$ cat src/rtl/cu_tree_walker_pkg.sv
// ============================================================================
//  Module   : cu_tree_walker_pkg
//  Brief    : Shared constants, depth-base lookup and FSM encoding for the
//             LCU quadtree walker.
//  Revision : 1.0 - initial release
// ============================================================================
`default_nettype none

package cu_tree_walker_pkg;

  localparam int NODE_NUM   = 85;
  localparam int NODE_IDX_W = $clog2(NODE_NUM);
  localparam int MAX_DEPTH  = 3;
  localparam int SPLIT_BIT  = 5;
  localparam int INFO_LSB   = 0;

  typedef enum logic [2:0] {
    ST_IDLE = 3'd0,
    ST_RD   = 3'd1,
    ST_CHK  = 3'd2,
    ST_EMIT = 3'd3,
    ST_ADV  = 3'd4,
    ST_DONE = 3'd5
  } state_t;

  // First node index of each depth in the flattened 85-entry buffer.
  function automatic logic [NODE_IDX_W-1:0] depth_base(input logic [1:0] depth);
    case (depth)
      2'd0:    depth_base = NODE_IDX_W'(0);
      2'd1:    depth_base = NODE_IDX_W'(1);
      2'd2:    depth_base = NODE_IDX_W'(5);
      default: depth_base = NODE_IDX_W'(21);
    endcase
  endfunction

endpackage

`default_nettype wire

$ cat src/rtl/cu_tree_walker_if.sv
// ============================================================================
//  Module   : cu_tree_walker_if
//  Brief    : Control, node-buffer read port and leaf-CU stream of the walker.
//  Revision : 1.0 - initial release
// ============================================================================
`default_nettype none

interface cu_tree_walker_if #(
  parameter int NODE_AW = 10,
  parameter int INFO_W  = 5
) ();

  logic               start_i;
  logic               busy_o;
  logic               done_o;
  logic               ram_ce_o;
  logic               ram_we_o;
  logic [NODE_AW-1:0] ram_addr_o;
  logic [INFO_W:0]    ram_data_i;
  logic               cu_valid_o;
  logic               cu_ready_i;
  logic [1:0]         cu_depth_o;
  logic [2:0]         cu_x_o;
  logic [2:0]         cu_y_o;
  logic [INFO_W-1:0]  cu_info_o;

  modport master (
    input  start_i, ram_data_i, cu_ready_i,
    output busy_o, done_o, ram_ce_o, ram_we_o, ram_addr_o,
    output cu_valid_o, cu_depth_o, cu_x_o, cu_y_o, cu_info_o
  );

  modport slave (
    output start_i, ram_data_i, cu_ready_i,
    input  busy_o, done_o, ram_ce_o, ram_we_o, ram_addr_o,
    input  cu_valid_o, cu_depth_o, cu_x_o, cu_y_o, cu_info_o
  );

endinterface

`default_nettype wire

$ cat src/rtl/cu_tree_walker_addr.sv
// ============================================================================
//  Module   : cu_tree_walker_addr
//  Brief    : Maps (depth, path) to buffer node index and 8x8-unit position.
//  Revision : 1.0 - initial release
// ============================================================================
`default_nettype none

module cu_tree_walker_addr
  import cu_tree_walker_pkg::*;
#(
  parameter int NODE_AW = 10
) (
  input  logic [1:0]         depth,
  input  logic [2:0][1:0]    path,
  output logic [NODE_AW-1:0] node_idx,
  output logic [2:0]         pos_x,
  output logic [2:0]         pos_y
);

  logic [2:0]            w_lvl_en;
  logic [5:0]            w_z;
  logic [NODE_IDX_W-1:0] w_sum;

  // Levels below the current depth are masked so stale path bits never leak.
  always_comb begin
    w_lvl_en = 3'b000;
    w_z      = '0;
    case (depth)
      2'd0: begin end
      2'd1: begin
        w_lvl_en = 3'b001;
        w_z      = {4'b0000, path[0]};
      end
      2'd2: begin
        w_lvl_en = 3'b011;
        w_z      = {2'b00, path[0], path[1]};
      end
      default: begin
        w_lvl_en = 3'b111;
        w_z      = {path[0], path[1], path[2]};
      end
    endcase
    w_sum    = depth_base(depth) + NODE_IDX_W'(w_z);
    node_idx = NODE_AW'(w_sum);
    pos_x    = {path[0][0] & w_lvl_en[0], path[1][0] & w_lvl_en[1], path[2][0] & w_lvl_en[2]};
    pos_y    = {path[0][1] & w_lvl_en[0], path[1][1] & w_lvl_en[1], path[2][1] & w_lvl_en[2]};
  end

endmodule

`default_nettype wire

$ cat src/rtl/cu_tree_walker.sv
// ============================================================================
//  Module   : cu_tree_walker
//  Brief    : Depth-first z-order walk of one 64x64 LCU quadtree, emitting
//             one record per leaf CU on a valid/ready stream.
//  Revision : 1.0 - initial release
// ============================================================================
`default_nettype none

module cu_tree_walker
  import cu_tree_walker_pkg::*;
#(
  parameter int NODE_AW = 10,
  parameter int INFO_W  = 5
) (
  input  logic            clk,
  input  logic            rst,
  cu_tree_walker_if.master bus
);

  state_t             r_state;
  state_t             w_state_nxt;
  logic [1:0]         r_depth;
  logic [1:0]         w_depth_nxt;
  logic [2:0][1:0]    r_path;
  logic [2:0][1:0]    w_path_nxt;
  logic [1:0]         w_lvl;
  logic               w_load;
  logic [NODE_AW-1:0] w_addr_nxt;
  logic [NODE_AW-1:0] r_addr;
  logic [2:0]         w_x;
  logic [2:0]         w_y;
  logic [1:0]         r_cu_depth;
  logic [2:0]         r_cu_x;
  logic [2:0]         r_cu_y;
  logic [INFO_W-1:0]  r_cu_info;

  // Address/position are derived from the next path so the read address can
  // be registered on entry to RD and then held until the next read.
  cu_tree_walker_addr #(
    .NODE_AW (NODE_AW)
  ) u_addr (
    .depth    (w_depth_nxt),
    .path     (w_path_nxt),
    .node_idx (w_addr_nxt),
    .pos_x    (w_x),
    .pos_y    (w_y)
  );

  always_comb begin
    w_state_nxt = r_state;
    w_depth_nxt = r_depth;
    w_path_nxt  = r_path;
    w_load      = 1'b0;
    w_lvl       = r_depth - 2'd1;
    case (r_state)
      ST_IDLE: begin
        if (bus.start_i) begin
          w_depth_nxt = '0;
          w_path_nxt  = '0;
          w_state_nxt = ST_RD;
        end
      end
      ST_RD: w_state_nxt = ST_CHK;
      ST_CHK: begin
        if (bus.ram_data_i[SPLIT_BIT] && (r_depth != 2'(MAX_DEPTH))) begin
          w_depth_nxt         = r_depth + 2'd1;
          w_path_nxt[r_depth] = 2'd0;
          w_state_nxt         = ST_RD;
        end else begin
          w_load      = 1'b1;
          w_state_nxt = ST_EMIT;
        end
      end
      ST_EMIT: begin
        if (bus.cu_ready_i) w_state_nxt = ST_ADV;
      end
      ST_ADV: begin
        if (r_depth == 2'd0) begin
          w_state_nxt = ST_DONE;
        end else if (r_path[w_lvl] != 2'd3) begin
          w_path_nxt[w_lvl] = r_path[w_lvl] + 2'd1;
          w_state_nxt       = ST_RD;
        end else begin
          // Last sibling consumed: pop one level and re-evaluate next cycle.
          w_path_nxt[w_lvl] = 2'd0;
          w_depth_nxt       = r_depth - 2'd1;
        end
      end
      ST_DONE: w_state_nxt = ST_IDLE;
      default: w_state_nxt = ST_IDLE;
    endcase
  end

  always_ff @(posedge clk) begin
    if (rst) begin
      r_state    <= ST_IDLE;
      r_depth    <= '0;
      r_path     <= '0;
      r_addr     <= '0;
      r_cu_depth <= '0;
      r_cu_x     <= '0;
      r_cu_y     <= '0;
      r_cu_info  <= '0;
    end else begin
      r_state <= w_state_nxt;
      r_depth <= w_depth_nxt;
      r_path  <= w_path_nxt;
      if (w_state_nxt == ST_RD) r_addr <= w_addr_nxt;
      if (w_load) begin
        r_cu_depth <= r_depth;
        r_cu_x     <= w_x;
        r_cu_y     <= w_y;
        r_cu_info  <= bus.ram_data_i[INFO_LSB +: INFO_W];
      end
    end
  end

  assign bus.busy_o     = (r_state != ST_IDLE);
  assign bus.done_o     = (r_state == ST_DONE);
  assign bus.ram_ce_o   = (r_state == ST_RD);
  assign bus.ram_we_o   = 1'b0;
  assign bus.ram_addr_o = r_addr;
  assign bus.cu_valid_o = (r_state == ST_EMIT);
  assign bus.cu_depth_o = r_cu_depth;
  assign bus.cu_x_o     = r_cu_x;
  assign bus.cu_y_o     = r_cu_y;
  assign bus.cu_info_o  = r_cu_info;

endmodule

`default_nettype wire

$ cat src/flat_wrapper.sv
// flat-port wrapper written by rule: the top's interface ports become plain ports
module cu_tree_walker_flat import cu_tree_walker_pkg::*;
#(
  parameter int NODE_AW = 10,
  parameter int INFO_W  = 5
)
  (clk, rst, bus_start_i, bus_ram_data_i, bus_cu_ready_i, bus_busy_o, bus_done_o, bus_ram_ce_o, bus_ram_we_o, bus_ram_addr_o, bus_cu_valid_o, bus_cu_depth_o, bus_cu_x_o, bus_cu_y_o, bus_cu_info_o);
  cu_tree_walker_if #(.NODE_AW(NODE_AW), .INFO_W(INFO_W)) bus_i ();
  input  logic clk;
  input  logic rst;
  input wire logic [$bits(bus_i.start_i)-1:0] bus_start_i;
  input wire logic [$bits(bus_i.ram_data_i)-1:0] bus_ram_data_i;
  input wire logic [$bits(bus_i.cu_ready_i)-1:0] bus_cu_ready_i;
  output wire logic [$bits(bus_i.busy_o)-1:0] bus_busy_o;
  output wire logic [$bits(bus_i.done_o)-1:0] bus_done_o;
  output wire logic [$bits(bus_i.ram_ce_o)-1:0] bus_ram_ce_o;
  output wire logic [$bits(bus_i.ram_we_o)-1:0] bus_ram_we_o;
  output wire logic [$bits(bus_i.ram_addr_o)-1:0] bus_ram_addr_o;
  output wire logic [$bits(bus_i.cu_valid_o)-1:0] bus_cu_valid_o;
  output wire logic [$bits(bus_i.cu_depth_o)-1:0] bus_cu_depth_o;
  output wire logic [$bits(bus_i.cu_x_o)-1:0] bus_cu_x_o;
  output wire logic [$bits(bus_i.cu_y_o)-1:0] bus_cu_y_o;
  output wire logic [$bits(bus_i.cu_info_o)-1:0] bus_cu_info_o;
  assign bus_i.start_i = bus_start_i;
  assign bus_i.ram_data_i = bus_ram_data_i;
  assign bus_i.cu_ready_i = bus_cu_ready_i;
  assign bus_busy_o = bus_i.busy_o;
  assign bus_done_o = bus_i.done_o;
  assign bus_ram_ce_o = bus_i.ram_ce_o;
  assign bus_ram_we_o = bus_i.ram_we_o;
  assign bus_ram_addr_o = bus_i.ram_addr_o;
  assign bus_cu_valid_o = bus_i.cu_valid_o;
  assign bus_cu_depth_o = bus_i.cu_depth_o;
  assign bus_cu_x_o = bus_i.cu_x_o;
  assign bus_cu_y_o = bus_i.cu_y_o;
  assign bus_cu_info_o = bus_i.cu_info_o;
  cu_tree_walker #(.NODE_AW(NODE_AW), .INFO_W(INFO_W)) u_core (.clk(clk), .rst(rst), .bus(bus_i));
endmodule
$ cat config.mk
export PLATFORM = sky130hd
export DESIGN_NAME = cu_tree_walker_flat
export DESIGN_NICKNAME = d
export VERILOG_FILES = /design/src/rtl/cu_tree_walker_pkg.sv /design/src/rtl/cu_tree_walker_if.sv /design/src/rtl/cu_tree_walker_addr.sv /design/src/rtl/cu_tree_walker.sv /design/src/flat_wrapper.sv
export SDC_FILE = /design/constraint.sdc
export NUM_CORES = 1
export LEC_CHECK = 0
export BUFFER_PORTS_ARGS = -buffer_cell sky130_fd_sc_hd__buf_4
export CAP_MARGIN = 20
export CORE_MARGIN = 2
export CORE_UTILIZATION = 50
export CTS_CLUSTER_SIZE = 25
export DETAILED_ROUTE_END_ITERATION = 16
export PLACE_DENSITY_LB_ADDON = 0.15
export SLEW_MARGIN = 20
export SYNTH_ARGS = -nofsm -noshare
export SYNTH_HDL_FRONTEND = slang
export SYNTH_SLANG_ARGS = --single-unit
$ cat constraint.sdc
create_clock -name clk -period 4.8 [get_ports clk]
set_input_delay 0.24 -clock clk [delete_from_list [all_inputs] [get_ports clk]]
set_output_delay 0.24 -clock clk [all_outputs]
set_load 0.05 [all_outputs]
Word level (Yosys, flattened, before mapping)
Index checks and enable logic that the tools add are counted.
Cells by class
  bitwise logic cells: 10
  mux-type cells: 28
  add/sub/neg operators: 4
  magnitude comparators: 4
  reductions and logical operators: 7
  eq/ne operators: 10
Operator list (count)
  6-bit one-hot mux with 3 select lines: 2
  6-bit two-way mux: 4
  2-bit two-way mux: 8
  3-bit one-hot mux with 5 select lines: 1
  5-bit one-hot mux with 3 select lines: 1
  6-bit AND: 2
  3-bit two-way mux: 4
  6-bit inverter: 2
  3-bit one-hot mux with 3 select lines: 1
  2-bit demux with 2-bit select: 2
  5-bit by 6-bit adder with 7-bit output: 1
  1-bit AND: 6
  6-bit bitwise mux: 1
  3-bit by 1-bit equality test with 1-bit output, second input constant: 2
  3-bit by 2-bit equality test with 1-bit output, second input constant: 2
  3-bit equality test, second input constant: 2
  2-bit by 3-bit less-than comparator with 1-bit output, second input constant: 2
  2-bit one-hot mux with 3 select lines: 1
  2-bit by 1-bit adder with 2-bit output, second input constant: 2
  2-bit binary-select mux with 2-bit select: 1
  2-bit by 1-bit >= comparator with 1-bit output, second input constant: 2
  2-bit logical NOT: 2
  2-bit inequality test, second input constant: 2
  1-bit logical AND: 3
  other kinds (6): 7
Word-level totals
  input bits: 10
  output and inout port bits: 28
  flip-flop bits (word level): 31
  logic and storage cells: 73

Longest topological paths before layout
Gate-level depths: netlist of run 1.
  depth in word-level cells: 12
  gate-level depth with buffers: 19
  depth with buffers taken out: 18

By module
A second synthesis of run 1 with hierarchy kept.
Unflattened totals
  cells, all modules: 240
  area, all modules: 2049.5 um2
By module, submodules not included
  cu_tree_walker: cells an instance 196, instances 1, sequential area each 680.7 um2, area an instance 1705.4 um2
  cu_tree_walker_addr: cells an instance 44, instances 1, sequential area each 0.0 um2, area an instance 344.1 um2

Worst setup path before layout of run 1
OpenSTA, ideal clock, no wires.
  kind: register -> register
  start: reg u_core.r_depth[0]
  end: reg u_core.r_addr[5] (netlist: u_core.bus.ram_addr_o[5])
  period minus slack after synthesis: 3.904 ns
  path slack: 0.896 ns
  setup time: 0.123 ns
  stages on the path, launching flop included: 17
  data arrival time: 3.781 ns
  required time: 4.677 ns
  buffers on the path: 1
  cell sequence: dfxtp_1 -> inv_1 -> ha_1 -> clkbuf_1 -> mux2i_1 -> o21ai_0 -> ha_1 -> nor2b_1 -> a221oi_1 -> a41o_1 -> nor2_1 -> o32ai_1 -> ha_1 -> nand2_1 -> a2111o_1 -> a21oi_2 -> mux2_1
On the way
  cells in the longest elaborated chain, start to end: 12
  elaborated cells between the ends (all ways): 44
  classes of those cells: 4 x add/sub; 4 x order compare; 5 x eq/ne; 22 x mux; 4 x bitwise; 5 x reduce/logical
RTL lines
  start, declared: RTL line cu_tree_walker.sv:22  | logic [1:0] r_depth;
  start signal, assigned: RTL line cu_tree_walker.sv:106  | r_depth <= w_depth_nxt;
  2-bit by 1-bit subtractor with 2-bit output: RTL line cu_tree_walker.sv:54, cu_tree_walker.sv:86
  2-bit by 3-bit less-than comparator with 1-bit output (implied by the code) or 2-bit by 1-bit >= comparator with 1-bit output (tied branches): RTL line cu_tree_walker.sv:81, cu_tree_walker.sv:85
  1-bit logical AND (implied by the code): RTL line cu_tree_walker.sv:81, cu_tree_walker.sv:85
  2-bit two-way mux (implied by the code): RTL line cu_tree_walker.sv:81, cu_tree_walker.sv:85
  2-bit demux with 2-bit select
  6-bit inverter (no line)
  6-bit AND (no line)
  6-bit two-way mux: RTL line cu_tree_walker.sv:80  | end else if (r_path[w_lvl] != 2'd3) begin
  6-bit two-way mux: RTL line cu_tree_walker.sv:78  | if (r_depth == 2'd0) begin
  6-bit one-hot mux with 3 select lines: RTL line cu_tree_walker.sv:55  | case (r_state)
  6-bit one-hot mux with 3 select lines: RTL line cu_tree_walker_addr.sv:28  | case (depth)
  5-bit by 6-bit adder with 7-bit output: RTL line cu_tree_walker_addr.sv:43  | w_sum = depth_base(depth) + NODE_IDX_W'(w_z);
  end signal, assigned: RTL line cu_tree_walker.sv:108  | if (w_state_nxt == ST_RD) r_addr <= w_addr_nxt;
  end, declared: RTL line cu_tree_walker.sv:29  | logic [NODE_AW-1:0] r_addr;
Several ways; a longest one is shown, not always the timed one. The select of a mux whose other input is x is not followed.
A chain may end at the register's enable or synchronous reset.

Worst setup path after layout of run 1
Ends and elaborated chain as after synthesis.

==> results of run 1 <==
## final cells by class
class | count | area (um2)
Clock buffer | 6 | 82.58
Clock inverter | 1 | 5.005
Fill cell | 338 | 1430
Inverter | 7 | 26.28
Multi-Input combinational cell | 186 | 1189
Sequential cell | 31 | 620.6
Tap cell | 48 | 60.06
Timing Repair Buffer | 33 | 247.7
## flip-flops by register name, summed over array words and instances, names as in the netlist
name and count:
u_core.bus.cu_info_o 5, u_core.bus.cu_x_o 3, u_core.r_state 3, u_core.r_depth 2, u_core.bus.cu_y_o 3, u_core.r_path 6, u_core.bus.ram_addr_o 7, u_core.bus.cu_depth_o 2
## worst max-delay path, stage by stage (launching register included)
cell and delay [ns]:
dfxtp_1 0.50, inv_1 0.16, ha_1 0.42, mux2i_1 0.21
o21ai_0 0.16, ha_1 0.26, nor2b_1 0.14, a221oi_1 0.51
a41o_1 0.27, nor2_1 0.07, o32ai_1 0.23, ha_1 0.22
nand2_1 0.07, a2111o_1 0.39, a21oi_2 0.14, mux2_1 0.33
## stage by stage
stage	instances	worst slack (ns)	util, %
5_1_grt	312	0.2172	60.94
3_5_place_dp	305	0.6236	58.54
2_1_floorplan	238	0.8957	-
6_report	312	0.5874	60.94
4_1_cts	312	0.5976	60.94
3_3_place_gp	305	0.7521	58.54
## kinds of logic after synthesis
kind of cell,after synthesis,share of synthesized area [%]
flops,31,32.65
compound gates,64,23.96
simple gates,104,29.30
xor+xnor,2,0.9218
mux,3,1.646
fa+ha+maj,9,5.925
buf+inv,21,5.399
other cells,1,0.1973
## worst min path at each step
| stage | from | endpoint | cells after the start | slack, ns |
|---|---|---|---|---|
| floorplan | bus_ram_data_i[0] | u_core.bus.cu_info_o[0]$_SDFFE_PP0P_ | 2 | 0.38 |
| global placement | u_core.bus.cu_info_o[3]$_SDFFE_PP0P_ | u_core.bus.cu_info_o[3]$_SDFFE_PP0P_ | 2 | 0.44 |
| detailed placement | u_core.bus.cu_info_o[3]$_SDFFE_PP0P_ | u_core.bus.cu_info_o[3]$_SDFFE_PP0P_ | 2 | 0.45 |
| CTS | bus_ram_data_i[2] | u_core.bus.cu_info_o[2]$_SDFFE_PP0P_ | 3 | 0.19 |
| finish | bus_ram_data_i[0] | u_core.bus.cu_info_o[0]$_SDFFE_PP0P_ | 3 | 0.20 |
| global route | bus_ram_data_i[1] | u_core.bus.cu_info_o[1]$_SDFFE_PP0P_ | 3 | 0.19 |
## Yosys cell counts, drive strengths merged, types with 2 or more instances
cell,instances,area share (%)
nor2,23,4.8
clkbuf,5,0.99
a21oi,23,6.6
dfxtp,31,33
and3b,3,1.4
nor4b,2,1.3
a22oi,4,1.6
a21o,3,1.2
nor3b,3,2.0
xnor2,2,0.92
a22o,2,0.92
nand2,36,7.2
o211ai,4,1.6
mux2i,2,1.1
ha,9,5.9
nand2b,4,1.3
o21ai,9,2.4
a211oi,3,1.2
or3,2,0.66
a221oi,3,1.4
a2bb2oi,3,1.4
and2,5,1.6
inv,7,1.4
nand3,8,2.1
or3b,2,0.92
nor3,4,1.6
nand3b,4,1.6
buf,9,3.0
nor2b,5,1.6
## placed cells by master (no fill, tap or decap), types with 5 or more instances in the layout
cell and instances:
nand2_1 35, buf_4 33, dfxtp_1 31, nor2_1 21, a21oi_1 20, ha_1 9
nand3_1 8, inv_1 7, o21ai_0 6, clkbuf_8 6, nor2b_1 5, and2_1 5
## report_power, final
part           internal, mW  switching (mW)
Clock                 0.112          0.0936
Combinational        0.0371          0.0806
Sequential            0.264          0.0102
## routing by layer
| metal | wire [um] | up-vias | track usage (%) |
|---|---|---|---|
| met5 | 0 | - | 0 |
| met4 | 95 | 0 | 9.375 |
| met3 | 279 | 10 | 4.623 |
| met2 | 1865 | 55 | 32.32 |
| met1 | 1976 | 769 | 29.56 |
| li1 | - | 891 | - |
==> results.txt, run 1 <==
Crit path capture: u_core.bus.ram_addr_o[5]$_SDFFE_PP0N_
Core area: 3661 um2
Post_cts resized: 0
Port bufs: 33
Area grow syn2layout: 17.38%
Initial Util: 51.91%
Worst EP required: 4.96 ns
Crit start category: flop
GPL Wtd Cong: 0.9004
Deepest clock path buffer count: 2
RR Startpoint: u_core.r_depth[0]$_SDFF_PP0_
HPWL after DPL: 3.050 mm
Post-synth ARST share: 0%
All-layer global routing usage: 21.52%
Synthesized cell area: 1901 um2
Post-synthesis register bit count: 31
Clock transition at path regs: 0.06 ns
Layout cells sized above 1: 19.70%
First DRT Iteration DRCs: 112
Final total power: 0.5976 mW
Outcome: finished clean
Final Hold Vio Count: 0
Crit-path max FO: 8
Hold crit path type: in -> reg
Slew margin rel.: 53.68%
Period utilisation layout: 87.76%
CP Class: reg -> reg
Synth warnings: 0
Area of the die: 4311 um2
WHS: 0.1992 ns
Synthesized instance count: 235
FF-to-FF End: u_core.bus.ram_addr_o[5]$_SDFFE_PP0N_
H-tree Lvls: 2
Fin area: 2231 um2
Final TNS setup: 0 ns
Pwr Density: 267.9 nW/um2
GR Overflow Total: 0
Detailed Routing Iterations Pass 1: 4
Vias in the first global route: 1596
Largest net degree at the start of global routing: 31
Pins over their slew limit: 0
Root Buffer: clkbuf_8
DR vias/cell: 5.529
Final Setup Violations: 0
CTS tree: yes
EDFF count, synth: 0
Initial antenna violation count: 0
# DRC: 0
Skew-Pair Late Insertion Delay: 0.28 ns
Die width: 65.66 um
CTS Buf Count: 5
Sequential share of the synthesized area: 32.65%
Clk sinks: 31
I/O pin cnt: 38
First-pass GRT wire length: 7.127 mm
Cell variety after synth: 53
VDD IR max: 0.2338 mV
Reg-to-reg slack, setup: 0.59 ns
Actual slew at the worst max-slew pin: 0.6923 ns
Worst setup EP type: flop
Synthesized area per cell: 8.088 um2
Ys flop type: dfxtp_1
Final WL: 4.216 mm
Postcts setup bufs: 0
Max_cap viols: 0
Reg2reg path depth: 15
Placed instance area: 2143 um2
Crit. Startpoint: u_core.r_depth[0]$_SDFF_PP0_
RSZ-0062 raised after global routing: false
Skew final: 0.007170 ns
Pleak: 0.8932 nW
Final-stage net count: 283
WL/cell: 13.51 um
Die height: 65.66 um
Remaining antenna violation count: 0
Ant diodes: 0
Hold-fix buffers, CTS: 0
FP Rows: 22
Fmax: 237.4 MHz
Critical Path AT: 4.38 ns
Vias post-DR: 1725
Final worst path period need: 4.213 ns
Power figures use the tool's default switching activity.
==> inputs of run 2 (changes only) <==
- SYNTH_HIERARCHICAL: not set -> 1
==> run 2 against run 1 <==
Against the previous run: sequential power increased by 8.4%; via count down 1.7%; clock skew about the same; highest routed layer unchanged.
==> results.txt, run 2 <==
Outcome: finished clean
Fin cells: 318
Crit-path max FO: 16
# DRC: 0
Final WS setup: 0.4721 ns
Commonest non-fill, non-tap cell in the layout: buf_4
Vias post-DR: 1696
Layout cells sized above 1: 21.27%
I/O pin cnt: 38
Synth top area share: 33.21%
CP Class: reg -> reg
Final TNS setup: 0 ns
Crit start category: flop
Actual slew at the worst max-slew pin: 0.5546 ns
Hold-fix buffers, CTS: 0
Largest net degree at the start of global routing: 33
Fmax: 231.1 MHz
GPL Wtd Cong: 0.8625
Detailed Routing Iterations Pass 1: 4
Synthesized instance count: 240
CTS Buf Count: 5
Post-synth ARST share: 0%
Switching share of power: 29.37%
Core area: 3971 um2
Synth top cells by count: 34 x dfxtp_1, 33 x nand2_1, 23 x a21oi_1
Synthesized area per cell: 8.539 um2
First-pass GRT wire length: 7.113 mm
Skew-Pair Late Insertion Delay: 0.29 ns
Final-stage net count: 285
Period utilisation layout: 90.16%
Area of the die: 4627 um2
Max_cap viols: 0
Die width: 68.02 um
Reg-to-reg slack, setup: 0.47 ns
All-layer global routing usage: 19.88%
Pleak: 0.9855 nW
Pins over their slew limit: 0
EDFF count, synth: 0
FF-to-FF End: u_core/bus.ram_addr_o[6]$_SDFFE_PP0N_
Power share of the combinational group: 16.4%
Vias in the first global route: 1541
Clk sinks: 34
Postcts setup bufs: 0
FP Rows: 23
Post_cts resized: 0
HPWL after DPL: 3.008 mm
Dpl cells: 310
Slew margin rel.: 62.98%
Yosys top cell by area: dfxtp_1
Port bufs: 36
Area grow syn2layout: 15.26%
Post-place setup slack: 0.5352 ns
Synthesized cell area: 2049 um2
RR Startpoint: u_core/r_depth[0]$_SDFF_PP0_
Initial Util: 51.61%
NetSw: 0.1840 mW
Final core utilization: 59.48%
Critical Path AT: 4.50 ns
Final Hold Vio Count: 0
Final worst path period need: 4.328 ns
WL/cell: 13.19 um
Deepest clock path buffer count: 2
Top cells by area, synth: dfxtp_1 33%, mux2i_1 6.8%, nand2_1 6.0%
GR Overflow Total: 0
DR vias/cell: 5.333
Cell variety after synth: 58
RSZ-0062 raised after global routing: false
Ys flop type: dfxtp_1
Reg2reg path depth: 16
Synth warnings: 6
H-tree Lvls: 2
Clock share of power: 36.1%
Final Setup Violations: 0
Worst setup EP type: flop
CTS tree: yes
Most frequent cell after synthesis: dfxtp_1
Most frequent cells in the layout: 37 x buf_4, 34 x dfxtp_1, 33 x nand2_1
Hold crit path type: in -> reg
Ant diodes: 0
Int Pwr: 0.4426 mW
Crit. Startpoint: u_core/r_depth[0]$_SDFF_PP0_
Hold depth: 3
Worst Hold End: u_core/bus.cu_info_o[2]$_SDFFE_PP0P_
Initial antenna violation count: 0
Max reg flops: 10
Min-delay src: bus_ram_data_i[2]
Remaining antenna violation count: 0
Worst EP required: 4.97 ns
Root Buffer: clkbuf_8
Clock transition at path regs: 0.07 ns
Skew final: 0.007091 ns
Sequential share of the synthesized area: 33.21%
Pwr Density: 265.3 nW/um2
Die height: 68.02 um
Post-synthesis register bit count: 34
Final WL: 4.194 mm
VDD IR max: 0.1957 mV
First DRT Iteration DRCs: 122
Fill cells: 391
Flop pwr share: 47.4%
[run 2: worst max-delay path, cell delays in order, from the launching register on]
cell	delay (ns)
dfxtp_1	0.40
inv_1	0.14
ha_1	0.42
mux2i_1	0.15
o21ai_0	0.33
ha_1	0.31
nand4bb_1	0.13
a221o_1	0.34
a221o_1	0.56
or2_2	0.40
ha_1	0.20
ha_1	0.21
a21oi_1	0.23
nor2_4	0.05
o21ba_1	0.16
mux2i_1	0.12
nor2_1	0.05
[run 2: final cells by class]
type	instances	area [um2]	share of cell area (%)
flip-flops and latches	34	680.7	28.81
repair buffers	37	277.8	11.76
inverters	3	11.26	0.4767
clock inverters	2	12.51	0.5297
clock buffers	6	82.58	3.496
well taps	50	62.56	2.648
multi-input cells	186	1235	52.28
[run 2: cells by family after synthesis]
family	share of synthesized area [%]
simple gates	26.80
mux	8.119
flops	33.21
other cells	0.3664
buf+inv	6.899
xor+xnor	1.709
compound gates	18.01
fa+ha+maj	4.884
[run 2: worst max path at each step]
stage | slack (ns) | to | cells past startpoint
floorplan | 0.95 | u_core/bus.ram_addr_o[6]$_SDFFE_PP0N_ | 17
global placement | 0.68 | u_core/bus.ram_addr_o[4]$_SDFFE_PP0N_ | 16
detailed placement | 0.54 | u_core/bus.ram_addr_o[6]$_SDFFE_PP0N_ | 16
CTS | 0.49 | u_core/bus.ram_addr_o[6]$_SDFFE_PP0N_ | 16
global route | 0.15 | u_core/bus.ram_addr_o[6]$_SDFFE_PP0N_ | 18
finish | 0.47 | u_core/bus.ram_addr_o[6]$_SDFFE_PP0N_ | 16
[run 2: power by group through the flow]
stage / Clock, mW / Combinational [mW] / Sequential, mW
detailed placement: 0 / 0.103 / 0.303
global route: 0.243 / 0.111 / 0.299
CTS: 0.233 / 0.103 / 0.297
floorplan: 0 / 0.0756 / 0.311
finish: 0.226 / 0.103 / 0.297
global placement: 0 / 0.103 / 0.303
[run 2: per-stage QoR]
step                      hold slack [ns]  total power, mW  instance area (um2)
final                              0.2016           0.6267                 2362
after global routing               0.1911           0.6528                 2362
after CTS                          0.1953           0.6331                 2362
after detailed placement           0.4483           0.4065                 2267
after global placement             0.4424           0.4064                 2267
after floorplan                    0.3760           0.3870                 2057
[run 2: per-layer routing]
metal	global-route usage, %	share of wire, %	vias to the layer above
met1	27.99	51	781
met3	5.263	3.6	4
li1	-	-	886
met4	5.000	0.55	0
met2	30.10	45	25
met5	0	0	-
==> inputs of run 3 (changes only) <==
- CELL_PAD_IN_SITES_DETAIL_PLACEMENT: not set -> 0
- CELL_PAD_IN_SITES_GLOBAL_PLACEMENT: not set -> 1
- CORE_UTILIZATION: 50 -> 41
==> run 3 against run 2 <==
Against the previous run: global-route usage fell by 3.2 points; first-iteration DRC count down 69%; cell count up 5.3%; setup slack gained 0.046 ns; largest cell class unchanged.
==> results.txt, run 3 (synthesis results as in run 2) <==
Die height: 74.70 um
Deepest clock path buffer count: 2
Final-stage net count: 285
Post-place setup slack: 0.5405 ns
Min-delay src: bus_ram_data_i[0]
Ant diodes: 0
Clock share of power: 34.7%
Reg2reg path depth: 16
Skew final: 0.008415 ns
VDD IR max: 0.1565 mV
Reg-to-reg slack, setup: 0.52 ns
Vias post-DR: 1697
CTS Buf Count: 5
Final TNS setup: 0 ns
Slowest stage cell, crit path: a221o_1
Die width: 74.70 um
Initial antenna violation count: 0
CTS tree: yes
GPL Wtd Cong: 0.8024
Period utilisation layout: 89.20%
Worst setup EP type: flop
Max reg flops: 10
Skew-Pair Late Insertion Delay: 0.29 ns
Most frequent cells in the layout: 37 x buf_4, 34 x dfxtp_1, 33 x nand2_1
Final worst path period need: 4.281 ns
CP cell instances: inv_1 -> ha_1 -> mux2i_1 -> o21ai_0 -> ha_1 -> nand4bb_1 -> a221o_1 -> a221o_1 -> or2_2 -> ha_1 -> ha_1 -> a21oi_1 -> nor2_4 -> xor2_1 -> mux2i_1 -> nor2_1
Core area: 4786 um2
Final Hold Vio Count: 0
Worst path bufs/invs: 1
Outcome: finished clean
Clk sinks: 34
Max stage delay on crit path: 0.58 ns
FP Rows: 25
Critical Path AT: 4.45 ns
WL/cell: 12.84 um
Most frequent CP cell: ha_1
Hold depth: 3
Crit-path max FO: 16
Final WL: 4.302 mm
FF-to-FF End: u_core/bus.ram_addr_o[4]$_SDFFE_PP0N_
Worst path depth: 16
Area grow syn2layout: 16.06%
Switching share of power: 30.12%
Initial Util: 42.82%
Final Setup Violations: 0
I/O pin cnt: 38
Power share of the combinational group: 16.9%
Final WS setup: 0.5186 ns
Slew margin rel.: 62.31%
# DRC: 0
RR Startpoint: u_core/r_depth[0]$_SDFF_PP0_
Postcts setup bufs: 0
Final core utilization: 49.70%
HPWL after DPL: 3.089 mm
Clock transition at path regs: 0.08 ns
Largest net degree at the start of global routing: 33
Commonest non-fill, non-tap cell in the layout: buf_4
Crit start category: flop
Fill cells: 507
RSZ-0062 raised after global routing: false
Pins over their slew limit: 0
First DRT Iteration DRCs: 38
Post_cts resized: 0
Hold-fix buffers, CTS: 0
Remaining antenna violation count: 0
Actual slew at the worst max-slew pin: 0.5652 ns
Fmax: 233.6 MHz
Vias in the first global route: 1473
Pwr Density: 258.1 nW/um2
Int Pwr: 0.4290 mW
Worst EP required: 4.97 ns
Area of the die: 5580 um2
NetSw: 0.1849 mW
DR vias/cell: 5.066
Layout cells sized above 1: 21.27%
Max_cap viols: 0
First-pass GRT wire length: 7.169 mm
Worst Hold End: u_core/bus.cu_info_o[0]$_SDFFE_PP0P_
Area of the multi-input gates: 1235 um2
Flop pwr share: 48.4%
All-layer global routing usage: 16.68%
Detailed Routing Iterations Pass 1: 4
Register area: 680.7 um2
Pleak: 0.9824 nW
H-tree Lvls: 2
Root Buffer: clkbuf_8
Hold crit path type: in -> reg
CP Class: reg -> reg
Final total power: 0.6140 mW
Port bufs: 36
Family with the most delay on the worst path: compound AO/OA/AOI/OAI gates
GR Overflow Total: 0
==> run 3: worst max-delay path by stage <==
stage,slack (ns),end,from
after floorplan,0.95,u_core/bus.ram_addr_o[6]$_SDFFE_PP0N_,u_core/r_depth[0]$_SDFF_PP0_
after global placement,0.65,u_core/bus.ram_addr_o[6]$_SDFFE_PP0N_,u_core/r_depth[0]$_SDFF_PP0_
after detailed placement,0.54,u_core/bus.ram_addr_o[4]$_SDFFE_PP0N_,u_core/r_depth[0]$_SDFF_PP0_
after CTS,0.53,u_core/bus.ram_addr_o[4]$_SDFFE_PP0N_,u_core/r_depth[0]$_SDFF_PP0_
after global routing,0.25,u_core/bus.ram_addr_o[6]$_SDFFE_PP0N_,u_core/r_depth[0]$_SDFF_PP0_
final,0.52,u_core/bus.ram_addr_o[4]$_SDFFE_PP0N_,u_core/r_depth[0]$_SDFF_PP0_
==> run 3: power groups by stage <==
stage               clock network, mW  logic [mW]  registers, mW
finish                          0.213       0.104          0.297
global route                    0.237       0.112          0.298
floorplan                           0      0.0756          0.311
global placement                    0       0.104          0.303
CTS                             0.225       0.104          0.297
detailed placement                  0       0.104          0.303
==> run 3: through the flow <==
stage	cells	hold slack [ns]	area (um2)
6_report	335	0.2004	2379
5_1_grt	335	0.1967	2379
4_1_cts	335	0.1937	2379
3_5_place_dp	327	0.4480	2288
3_3_place_gp	327	0.4430	2288
2_1_floorplan	242	0.3760	2057
==> run 3: area by class of cell <==
| cell class | instances | share of cell area, % |
|---|---|---|
| Multi-Input combinational cell | 186 | 51.92 |
| Sequential cell | 34 | 28.62 |
| Timing Repair Buffer | 37 | 11.68 |
| Tap cell | 67 | 3.524 |
| Clock buffer | 5 | 2.893 |
| Clock inverter | 3 | 0.8943 |
| Inverter | 3 | 0.4734 |
==> run 3: routing by layer <==
layer	global-route usage, %	wire length [um]
met1	23.68	2226
met3	4.016	196
met4	4.960	41
met5	0	0
met2	25.17	1838
==> run 3: tightest hold or removal path: stages <==
cell and delay, ns:
buf_4 0.11, nand2_1 0.04, a21oi_1 0.05
